### src/rtl/sub_seq_pkg.sv
// Shared types and sizing helpers for the chunk-serial subtractor.
package sub_seq_pkg;

    typedef enum logic [1:0] {
        IDLE = 2'd0,
        BUSY = 2'd1,
        DONE = 2'd2
    } state_t;

    function automatic int nchunk(input int width, input int chunk);
        return width / chunk;
    endfunction

    // Slice counter width; a single-slice operand still gets a 1-bit counter.
    function automatic int cnt_width(input int width, input int chunk);
        int n;
        n = width / chunk;
        return (n < 2) ? 1 : $clog2(n);
    endfunction

endpackage

### src/rtl/sub_chunk.sv
// CHUNK-bit combinational subtract with borrow chain.
module sub_chunk #(
    parameter int CHUNK = 16
) (
    input  logic [CHUNK-1:0] a,
    input  logic [CHUNK-1:0] b,
    input  logic             bin,
    output logic [CHUNK-1:0] d,
    output logic             bout
);

    logic [CHUNK:0] r;

    // The extra top bit goes to 1 exactly when a - b - bin underflows.
    assign r    = {1'b0, a} - {1'b0, b} - {{CHUNK{1'b0}}, bin};
    assign d    = r[CHUNK-1:0];
    assign bout = r[CHUNK];

endmodule

### src/rtl/sub_seq.sv
// Multi-cycle WIDTH-bit subtractor: one CHUNK slice per BUSY cycle, LSB first,
// with registered difference, unsigned borrow and signed overflow.
module sub_seq
    import sub_seq_pkg::*;
#(
    parameter int WIDTH = 64,
    parameter int CHUNK = 16
) (
    input  logic             clk,
    input  logic             rst_n,
    input  logic [WIDTH-1:0] sub_i1,
    input  logic [WIDTH-1:0] sub_i2,
    input  logic             sub_valid_i,
    output logic             sub_ready_o,
    output logic [WIDTH-1:0] sub_o,
    output logic             sub_borrow_o,
    output logic             sub_ovf_o,
    output logic             sub_valid_o,
    input  logic             sub_ready_i
);

    localparam int            NCHUNK = nchunk(WIDTH, CHUNK);
    localparam int            CW     = cnt_width(WIDTH, CHUNK);
    localparam logic [CW-1:0] LAST   = CW'(NCHUNK - 1);

    state_t           state, state_n;
    logic [WIDTH-1:0] a_q, b_q;
    logic [CW-1:0]    cnt;
    logic             bin_q;
    logic             fin;
    logic [CHUNK-1:0] a_sl, b_sl, d_sl;
    logic             bout;
    logic             in_xfer, out_xfer;

    assign a_sl = CHUNK'(a_q >> (int'(cnt) * CHUNK));
    assign b_sl = CHUNK'(b_q >> (int'(cnt) * CHUNK));

    sub_chunk #(.CHUNK(CHUNK)) u_chunk (
        .a    (a_sl),
        .b    (b_sl),
        .bin  (bin_q),
        .d    (d_sl),
        .bout (bout)
    );

    assign in_xfer  = sub_valid_i && sub_ready_o;
    assign out_xfer = sub_valid_o && sub_ready_i;

    always_ff @(posedge clk or negedge rst_n) begin
        if (!rst_n) state <= IDLE;
        else        state <= state_n;
    end

    // DONE accepts new operands only in the same cycle its result leaves.
    always_comb begin
        state_n     = state;
        sub_ready_o = 1'b0;
        case (state)
            IDLE: begin
                sub_ready_o = 1'b1;
                if (sub_valid_i) state_n = BUSY;
            end
            BUSY: begin
                if (fin) state_n = DONE;
            end
            DONE: begin
                sub_ready_o = sub_ready_i;
                if (sub_ready_i) state_n = sub_valid_i ? BUSY : IDLE;
            end
            default: state_n = IDLE;
        endcase
    end

    // After the last slice one more BUSY cycle folds the flags from the
    // registered difference, so flags and valid land together.
    always_ff @(posedge clk or negedge rst_n) begin
        if (!rst_n) begin
            a_q          <= '0;
            b_q          <= '0;
            cnt          <= '0;
            bin_q        <= 1'b0;
            fin          <= 1'b0;
            sub_o        <= '0;
            sub_borrow_o <= 1'b0;
            sub_ovf_o    <= 1'b0;
            sub_valid_o  <= 1'b0;
        end else begin
            if (in_xfer) begin
                a_q   <= sub_i1;
                b_q   <= sub_i2;
                cnt   <= '0;
                bin_q <= 1'b0;
                fin   <= 1'b0;
            end else if (state == BUSY) begin
                if (!fin) begin
                    sub_o[int'(cnt)*CHUNK +: CHUNK] <= d_sl;
                    bin_q <= bout;
                    if (cnt == LAST) fin <= 1'b1;
                    else             cnt <= cnt + CW'(1);
                end else begin
                    sub_borrow_o <= bin_q;
                    sub_ovf_o    <= (a_q[WIDTH-1] != b_q[WIDTH-1]) &&
                                    (sub_o[WIDTH-1] != a_q[WIDTH-1]);
                end
            end

            if (state == BUSY && fin) sub_valid_o <= 1'b1;
            else if (out_xfer)        sub_valid_o <= 1'b0;
        end
    end

endmodule

### config.mk
export PLATFORM = sky130hd
export DESIGN_NAME = sub_seq
export DESIGN_NICKNAME = d
export VERILOG_FILES = /design/src/rtl/sub_seq_pkg.sv /design/src/rtl/sub_chunk.sv /design/src/rtl/sub_seq.sv
export SDC_FILE = /design/constraint.sdc
export NUM_CORES = 1
export LEC_CHECK = 0
export BUFFER_PORTS_ARGS = -buffer_cell sky130_fd_sc_hd__buf_2
export CORE_MARGIN = 2
export CORE_UTILIZATION = 40
export DETAILED_ROUTE_END_ITERATION = 10
export GPL_TIMING_DRIVEN = 0
export MAX_ROUTING_LAYER = met4
export PLACE_DENSITY = 0.64
export SLEW_MARGIN = 25
export SYNTH_ARGS = -nofsm -noshare
export SYNTH_HDL_FRONTEND = slang
export SYNTH_SLANG_ARGS = --single-unit
export TNS_END_PERCENT = 20
### constraint.sdc
create_clock -name clk -period 4.6 [get_ports clk]
set_input_delay 0.69 -clock clk [delete_from_list [all_inputs] [get_ports clk]]
set_output_delay 0.69 -clock clk [all_outputs]
set_load 0.02 [all_outputs]
Yosys cells after proc, flatten, opt, wreduce, memory -nomap -nowiden
Cells that the tools add are included.

operators by class
  add/subtract/negate cells = 4
  equality and inequality tests = 10
  shift operators = 4
  mux-type cells = 20
  bitwise operators = 2
  reductions and logical operators = 12

operators with widths
  operator                                                count
  right shift 64 x 6 -> 16 bit                            2
  bitwise mux 64 bit                                      1
  variable shift 16 x 33 -> 64 bit, first input constant  1
  variable part select 16 x 33 -> 64 bit                  1
  negator 6 -> 33 bit                                     1
  subtractor 16 x 16 -> 17 bit                            1
  subtractor 17 x 1 -> 17 bit                             1
  2-to-1 mux 2 bit                                        7
  AND reduction 3 bit                                     4
  2-to-1 mux 1 bit                                        10
  != test 2 bit, second input constant                    4
  one-hot mux 2 bit (3 select lines)                      1
  == test 2 bit, second input constant                    2
  logical AND 1 bit                                       4
  nonzero test 2 bit                                      2
  adder 2 x 1 -> 2 bit, second input constant             1
  == test 2 x 1 -> 1 bit, second input constant           1
  zero test 2 bit                                         1
  != test 1 bit                                           2
  != test 2 x 1 -> 1 bit, second input constant           1
  inverter 1 bit                                          2
  one-hot mux 1 bit (2 select lines)                      1
  AND reduction 2 bit                                     1

word-level totals
  register bits = 201
  input port bits = 132
  output and inout port bits = 68

Logic depth before layout (Yosys ltp)
Gate-level depths: netlist (run 1).

  depth in word-level cells = 6
  mapped depth = 14
  depth with buffers taken out = 10

By module
Synthesis (run 1) repeated with hierarchy kept, for this count alone.

second synthesis, totals
  cells, all modules = 774
  area, all modules = 9,720.6 um^2

modules (own cells, without submodules)
  module     instances  cells an instance  area an instance (um^2)  sequential area each (um^2)
  sub_seq    1          600                8,506.9                  5,029.8
  sub_chunk  1          174                1,213.7                  0.0

Least setup slack after synthesis (run 1)
OpenSTA, ideal clock, no wires.

  kind = register to register
  start = reg cnt[0]
  end = reg sub_o[14]
  setup time = 0.122 ns
  arrival time = 3.535 ns
  data required time = 4.478 ns
  setup slack = 0.944 ns
  stages on the path, launching flop included = 11
  buffers on the path = 2
  path through = dfrtp_1 > buf_6 > buf_2 > mux4_2 > fa_1 > fa_1 > nor3b_1 > o21ai_1 > o211a_1 > or3_1 > a32o_1

on the way
  cells in the longest elaborated chain, start to end = 5

RTL lines
  element                                          RTL line                      text
  start: declaration                               sub_seq.sv:28                 logic [CW-1:0] cnt;
  start signal: assignment                         sub_seq.sv:99                 else cnt <= cnt + CW'(1);
  right shift 64 x 6 -> 16 bit (on tied branches)  sub_seq.sv:35, sub_seq.sv:36
  subtractor 16 x 16 -> 17 bit                     sub_chunk.sv:15               assign r = {1'b0, a} - {1'b0, b} - {{CHUNK{1'b0}}, bin};
  subtractor 17 x 1 -> 17 bit                      sub_chunk.sv:15
  variable part select 16 x 33 -> 64 bit           sub_seq.sv:96                 sub_o[int'(cnt)*CHUNK +: CHUNK] <= d_sl;
  bitwise mux 64 bit *                             sub_seq.sv:96
  end signal: indexed assignment                   sub_seq.sv:96
  end: declaration                                 sub_seq.sv:15                 output logic [WIDTH-1:0] sub_o,

Mark *: on every way between the ends. The rest lies on a longest branch, timed or not.
A chain may end at the register's enable or synchronous reset.

Final worst setup path (run 1)
  start = reg cnt[0]
  end = reg sub_o[62]

The elaborated chain is that of the path after synthesis.

==> metrics.md, run 1 <==
| Metric | Value |
|---|---|
| Status | completed |
| Synth Register Bits | 201 |
| Max_slew headroom | 52.2% |
| FF-to-FF End | sub_o[62] |
| Total gr overflow | 0 |
| Hold Crit Class | in2reg |
| Slowest CP cell | mux4_2 |
| Worst Setup End Kind | flop |
| Worst Path Arrival | 4.67 ns |
| First-pass GRT wire length | 42,400 µm |
| Site row count | 56 |
| Die Footprint | 25,200 µm² |
| Worst Hold End | b_q[32] |
| Initial antenna violation count | 0 |
| RSZ-0062 raised after global routing | false |
| Total track usage | 22.0% |
| Routed vias | 7,846 |
| Chip Width | 159 µm |
| HP Start | sub_i2[32] |
| Largest area contributor in the netlist | dfrtp_1 |
| Syn Inst Count | 977 |
| Ant. Diodes | 0 |
| Crit path top cell by count | fa_1 |
| Pre-CTS setup slack | 0.174 ns |
| H-tree levels | 1 |
| Mean Syn Cell Area | 9.82 µm² |
| Post-route minimum period | 4.27 ns |
| Cell variety after synth | 53 |
| Async S/R FF share, synth | 100% |
| Delay-heaviest family, CP | adder cells |
| Total of max-cap violations | 0 |
| I/O Buffers | 199 |
| CTS Buf Count | 22 |
| Post-synth design cell area | 9600 µm² |
| Nature of the critical path startpoint | flop |
| Sum Neg Setup Slack | 0 ns |
| Drt pass-1 iters | 5 |
| IO Pins | 200 |
| Final nets | 1,371 |
| Synth cell count leaders | nand2_1, dfrtp_1, inv_1 |
| Setup repair bufs after CTS | 0 |
| Clock Path Buffers | 3 |
| Ys flop type | dfrtp_1 |
| Antenna-violating nets left | 0 |
| Via density | 5.10 |
| Clk_lat worst skew | 0.53 ns |
| Synth-to-Final Area Change | 23.3% |
| Final slew viol count | 0 |
| Top-count cell post-synth | nand2_1 |
| Largest net degree at the start of global routing | 94 |
| Reg clk slew, reported paths | 0.06 ns |
| Clock skew | 0.0249 ns |
| Final setup violation count | 0 |
| Vias in the first global route | 7,675 |
| Worst Path Required | 5.00 ns |
| Post-synth EDFFs | 0 |
| CTS sink cnt | 201 |
| R2R Setup Slk | 0.33 ns |
| Setup WS post-layout | 0.325 ns |
| Worst flop-to-flop path startpoint | cnt[0] |
| Hold Vio Cnt, Final | 0 |
| Synth Warn # | 0 |
| Hold depth | 3 |
| CTS tree | yes |
| CP cell instances | buf_6 > buf_2 > mux4_2 > fa_1 > fa_1 > nor3b_1 > o21ai_1 > o211a_1 > or3_1 > a32o_1 |
| Setup CP Type | reg2reg |
| Top-area cell type share of the netlist area | 52.4% |
| Detailed Place HPWL | 20,300 µm |
| Synth top area cells | dfrtp_1, nand2_1, mux4_2, ha_1, a22o_1 |
| DRC viols | 0 |
| Worst Max-Slew Pin Slew | 0.716 ns |
| Worst Path Buf+Inv | 2 |
| Average wire per standard cell | 17.8 µm |
| Worst-path maximum fanout | 10 |
| Initial drt markers | 538 |
| Die Y | 159 µm |
| Core ar. | 23,500 µm² |
| WP depth | 10 |
| Number of cells on the worst reg-to-reg path | 10 |
| Fmax | 234 MHz |
| Post-Route WL | 27,300 µm |
| Initial Util | 40.8% |
| Seq/Total Area, Yosys | 52.4% |
| GP Congestion | 0.873 |
| Post-route clock period utilization | 92.9% |
| Clk root buf | clkbuf_16 |
| Share of layout cells above drive strength 1 | 24.7% |
| Post-Syn Nets | 1,145 |
| Critical Path Max Stage Delay | 0.60 ns |
==> worst max-delay path by stage <==
stage           start   endpoint  slack, ns
2_1_floorplan  cnt[0]  sub_o[14]       0.94
3_3_place_gp    rst_n  sub_o[36]      -0.54
3_5_place_dp   cnt[1]  sub_o[14]       0.17
4_1_cts        cnt[1]  sub_o[14]       0.14
5_1_grt        cnt[0]  sub_o[62]       0.11
6_report       cnt[0]  sub_o[62]       0.33
==> per-stage QoR <==
stage / cells / util [%] / cell area (µm²) / hold slack (ns)
2_1_floorplan: 977 / - / 9600 / 0.394
3_3_place_gp: 1495 / 46.7 / 11000 / 0.453
3_5_place_dp: 1497 / 47.0 / 11100 / 0.459
4_1_cts: 1537 / 50.3 / 11800 / 0.338
5_1_grt: 1537 / 50.3 / 11800 / 0.346
6_report: 1537 / 50.3 / 11800 / 0.346
==> sequential cells by signal, summed over array words and instances, names as in the netlist <==
| signal | flops |
|---|---|
| state | 2 |
| b_q | 64 |
| sub_borrow_o | 1 |
| cnt | 2 |
| sub_ovf_o | 1 |
| sub_o | 64 |
| fin | 1 |
| a_q | 64 |
| bin_q | 1 |
| sub_valid_o | 1 |
==> worst register-to-register path: stages (launching register included) <==
cell	delay [ns]
dfrtp_1	0.50
buf_6	0.22
buf_2	0.37
mux4_2	0.61
fa_1	0.44
fa_1	0.47
nor3b_1	0.21
o21ai_1	0.23
o211a_1	0.32
or3_1	0.48
a32o_1	0.30
==> final cells by class <==
type | instances | area (µm²)
Fill cell | 2271 | 11700
Tap cell | 319 | 399
Sequential cell | 201 | 5030
Multi-Input combinational cell | 679 | 4180
Timing Repair Buffer | 202 | 1070
Clock buffer | 30 | 621
Buffer | 48 | 211
Inverter | 49 | 184
Clock inverter | 9 | 148
==> metal layers <==
layer / vias up / part of all wire, % / global-route usage, %
met5: - / 0 / -
met3: 46 / 5.6 / 3.03
met1: 3783 / 46 / 30.8
met4: 0 / 3.0 / 6.61
li1: 3741 / - / -
met2: 276 / 45 / 33.8
==> cell families (layout without fill, tap and decap cells) <==
logic type | count (synthesis) | after routing | synth area share, %
and+or+nand+nor | 478 | 478 | 20.6
DFF | 201 | 201 | 52.4
AOI/OAI and AO/OA | 123 | 123 | 9.56
buffers and inverters | 97 | 338 | 4.09
adders and majority gates | 36 | 36 | 4.85
muxes | 34 | 34 | 7.72
xor gates and xnor gates | 8 | 8 | 0.730
==> what timing repair did <==
action,4_1_cts,5_1_grt
hold buffers,1,0
gates resized for setup,0,4
endpoints found under the hold margin,15,0
endpoints found under the setup margin,0,4
==> cells in the final DEF (no fill, tap or decap), types with 5 or more instances in the layout <==
cell type	synthesis	layout
dfrtp_1	201	201
nand4_1	8	8
a211oi_1	5	5
o21a_1	6	6
o21ai_0	22	22
xnor2_1	5	5
a22o_1	28	28
mux4_2	31	31
nand2_1	424	424
inv_1	49	49
o31ai_1	9	9
a32o_1	16	16
buf_2	17	215
a21oi_1	15	15
clkbuf_1	30	32
clkbuf_16	0	22
nor2_1	8	8
ha_1	34	34
Power of run 1 is left out: the tool's default activity adds up to more than one toggle a clock period on the data nets, which glitch-free logic cannot reach.
==> run 2, diff against run 1 <==
--- a/config.mk
+++ b/config.mk
@@ -11,7 +11,7 @@
 export DETAILED_ROUTE_END_ITERATION = 10
 export GPL_TIMING_DRIVEN = 0
 export MAX_ROUTING_LAYER = met4
-export PLACE_DENSITY = 0.64
+export PLACE_DENSITY = 0.65
 export SLEW_MARGIN = 25
 export SYNTH_ARGS = -nofsm -noshare
 export SYNTH_HDL_FRONTEND = slang
==> run 2 against run 1 <==
Net effect: via count grew 0.71%; flip-flop and latch count is the same; worst setup slack lost 0.016 ns.
==> metrics.md, run 2 (synthesized netlist as in run 1, its figures left out) <==
| Metric | Value |
|---|---|
| Drt pass-1 iters | 7 |
| Detailed Place HPWL | 20,500 µm |
| Vias in the first global route | 7,891 |
| Pre-CTS setup slack | 0.182 ns |
| Hold buffer count at CTS | 0 |
| Core ar. | 23,500 µm² |
| FF-to-FF End | sub_o[62] |
| Post-route clock period utilization | 93.3% |
| Hold Crit Class | in2async |
| Synth-to-Final Area Change | 22.9% |
| Final nets | 1,371 |
| CTS Buf Count | 23 |
| Clock Path Buffers | 3 |
| DRC viols | 0 |
| Site row count | 56 |
| First-pass GRT wire length | 43,300 µm |
| GP Congestion | 0.880 |
| Reg clk slew, reported paths | 0.06 ns |
| Max_slew headroom | 53.7% |
| Worst flop-to-flop path startpoint | cnt[0] |
| Cts repair resizes | 0 |
| Worst Max-Slew Pin Slew | 0.695 ns |
| Worst Path Arrival | 4.69 ns |
| Worst Path Required | 5.00 ns |
| Final slew viol count | 0 |
| Total of max-cap violations | 0 |
| Finished Layout Cells | 1,539 |
| Antenna-violating nets left | 0 |
| IO Pins | 200 |
| Via density | 5.13 |
| Routed vias | 7,902 |
| Most frequent cells in the layout | nand2_1, buf_2, dfrtp_1 |
| Post-Route WL | 27,600 µm |
| Total track usage | 22.4% |
| CTS tree | yes |
| Final setup violation count | 0 |
| Clk root buf | clkbuf_16 |
| Number of cells on the worst reg-to-reg path | 10 |
| Average wire per standard cell | 17.9 µm |
| Nature of the critical path startpoint | flop |
| Largest net degree at the start of global routing | 84 |
| Share of layout cells above drive strength 1 | 24.8% |
| Ant. Diodes | 0 |
| Most common cell after layout, fill and taps aside | nand2_1 |
| Setup WS post-layout | 0.310 ns |
| Post-route minimum period | 4.29 ns |
| Hold Vio Cnt, Final | 0 |
| Setup repair bufs after CTS | 0 |
| Setup CP Type | reg2reg |
| Biggest regs | a_q (64), b_q (64), sub_o (64) |
| Crit path launch | cnt[0] |
| I/O Buffers | 199 |
| Hold WS | 0.0694 ns |
| RSZ-0062 raised after global routing | false |
| Clock skew | 0.0228 ns |
| H-tree levels | 1 |
| Final core occ | 50.1% |
| Fmax | 233 MHz |
| Clk_lat worst skew | 0.53 ns |
| Die Footprint | 25,200 µm² |
| Chip Width | 159 µm |
| R2R Setup Slk | 0.31 ns |
| Status | completed |
| Worst Setup End Kind | flop |
| Initial antenna violation count | 0 |
| Worst-path maximum fanout | 10 |
| Placed insts | 1,497 |
| Die Y | 159 µm |
| Total gr overflow | 0 |
| Initial drt markers | 618 |
| Initial Util | 40.8% |
| CTS sink cnt | 201 |
run 2: metal layers:
layer	part of all wire, %	GRT usage [%]
met1	46	30.9
met2	46	35.1
met3	5.8	3.27
met4	2.8	5.70
met5	0	-
run 2: worst max path at each step:
| stage | slack [ns] | cells after the start | to |
|---|---|---|---|
| 2_1_floorplan | 0.94 | 10 | sub_o[14] |
| 5_1_grt | 0.11 | 10 | sub_o[62] |
| 3_5_place_dp | 0.18 | 11 | sub_o[14] |
| 3_3_place_gp | -0.56 | 1 | a_q[20] |
| 4_1_cts | 0.15 | 11 | sub_o[62] |
| 6_report | 0.31 | 10 | sub_o[62] |
run 2: per-stage QoR:
step                      TNS, ns  instance area (µm²)
final                           0                11800
after global routing            0                11800
after CTS                       0                11800
after detailed placement        0                11100
after global placement    -107.32                11000
after floorplan                 0                 9600
run 2: critical path, cell delays in order, from the launching register on:
cell,delay [ns]
dfrtp_1,0.50
buf_6,0.22
buf_2,0.38
mux4_2,0.60
fa_1,0.44
fa_1,0.48
nor3b_1,0.23
o21ai_1,0.23
o211a_1,0.32
or3_1,0.47
a32o_1,0.30
run 2: final cells by class:
cell class	count	area (µm²)
Clock buffer	30	612
Fill cell	2261	11800
Buffer	48	211
Timing Repair Buffer	201	1060
Sequential cell	201	5030
Inverter	49	184
Tap cell	319	399
Clock inverter	12	120
Multi-Input combinational cell	679	4180
Power of run 2 is left out for the same reason.
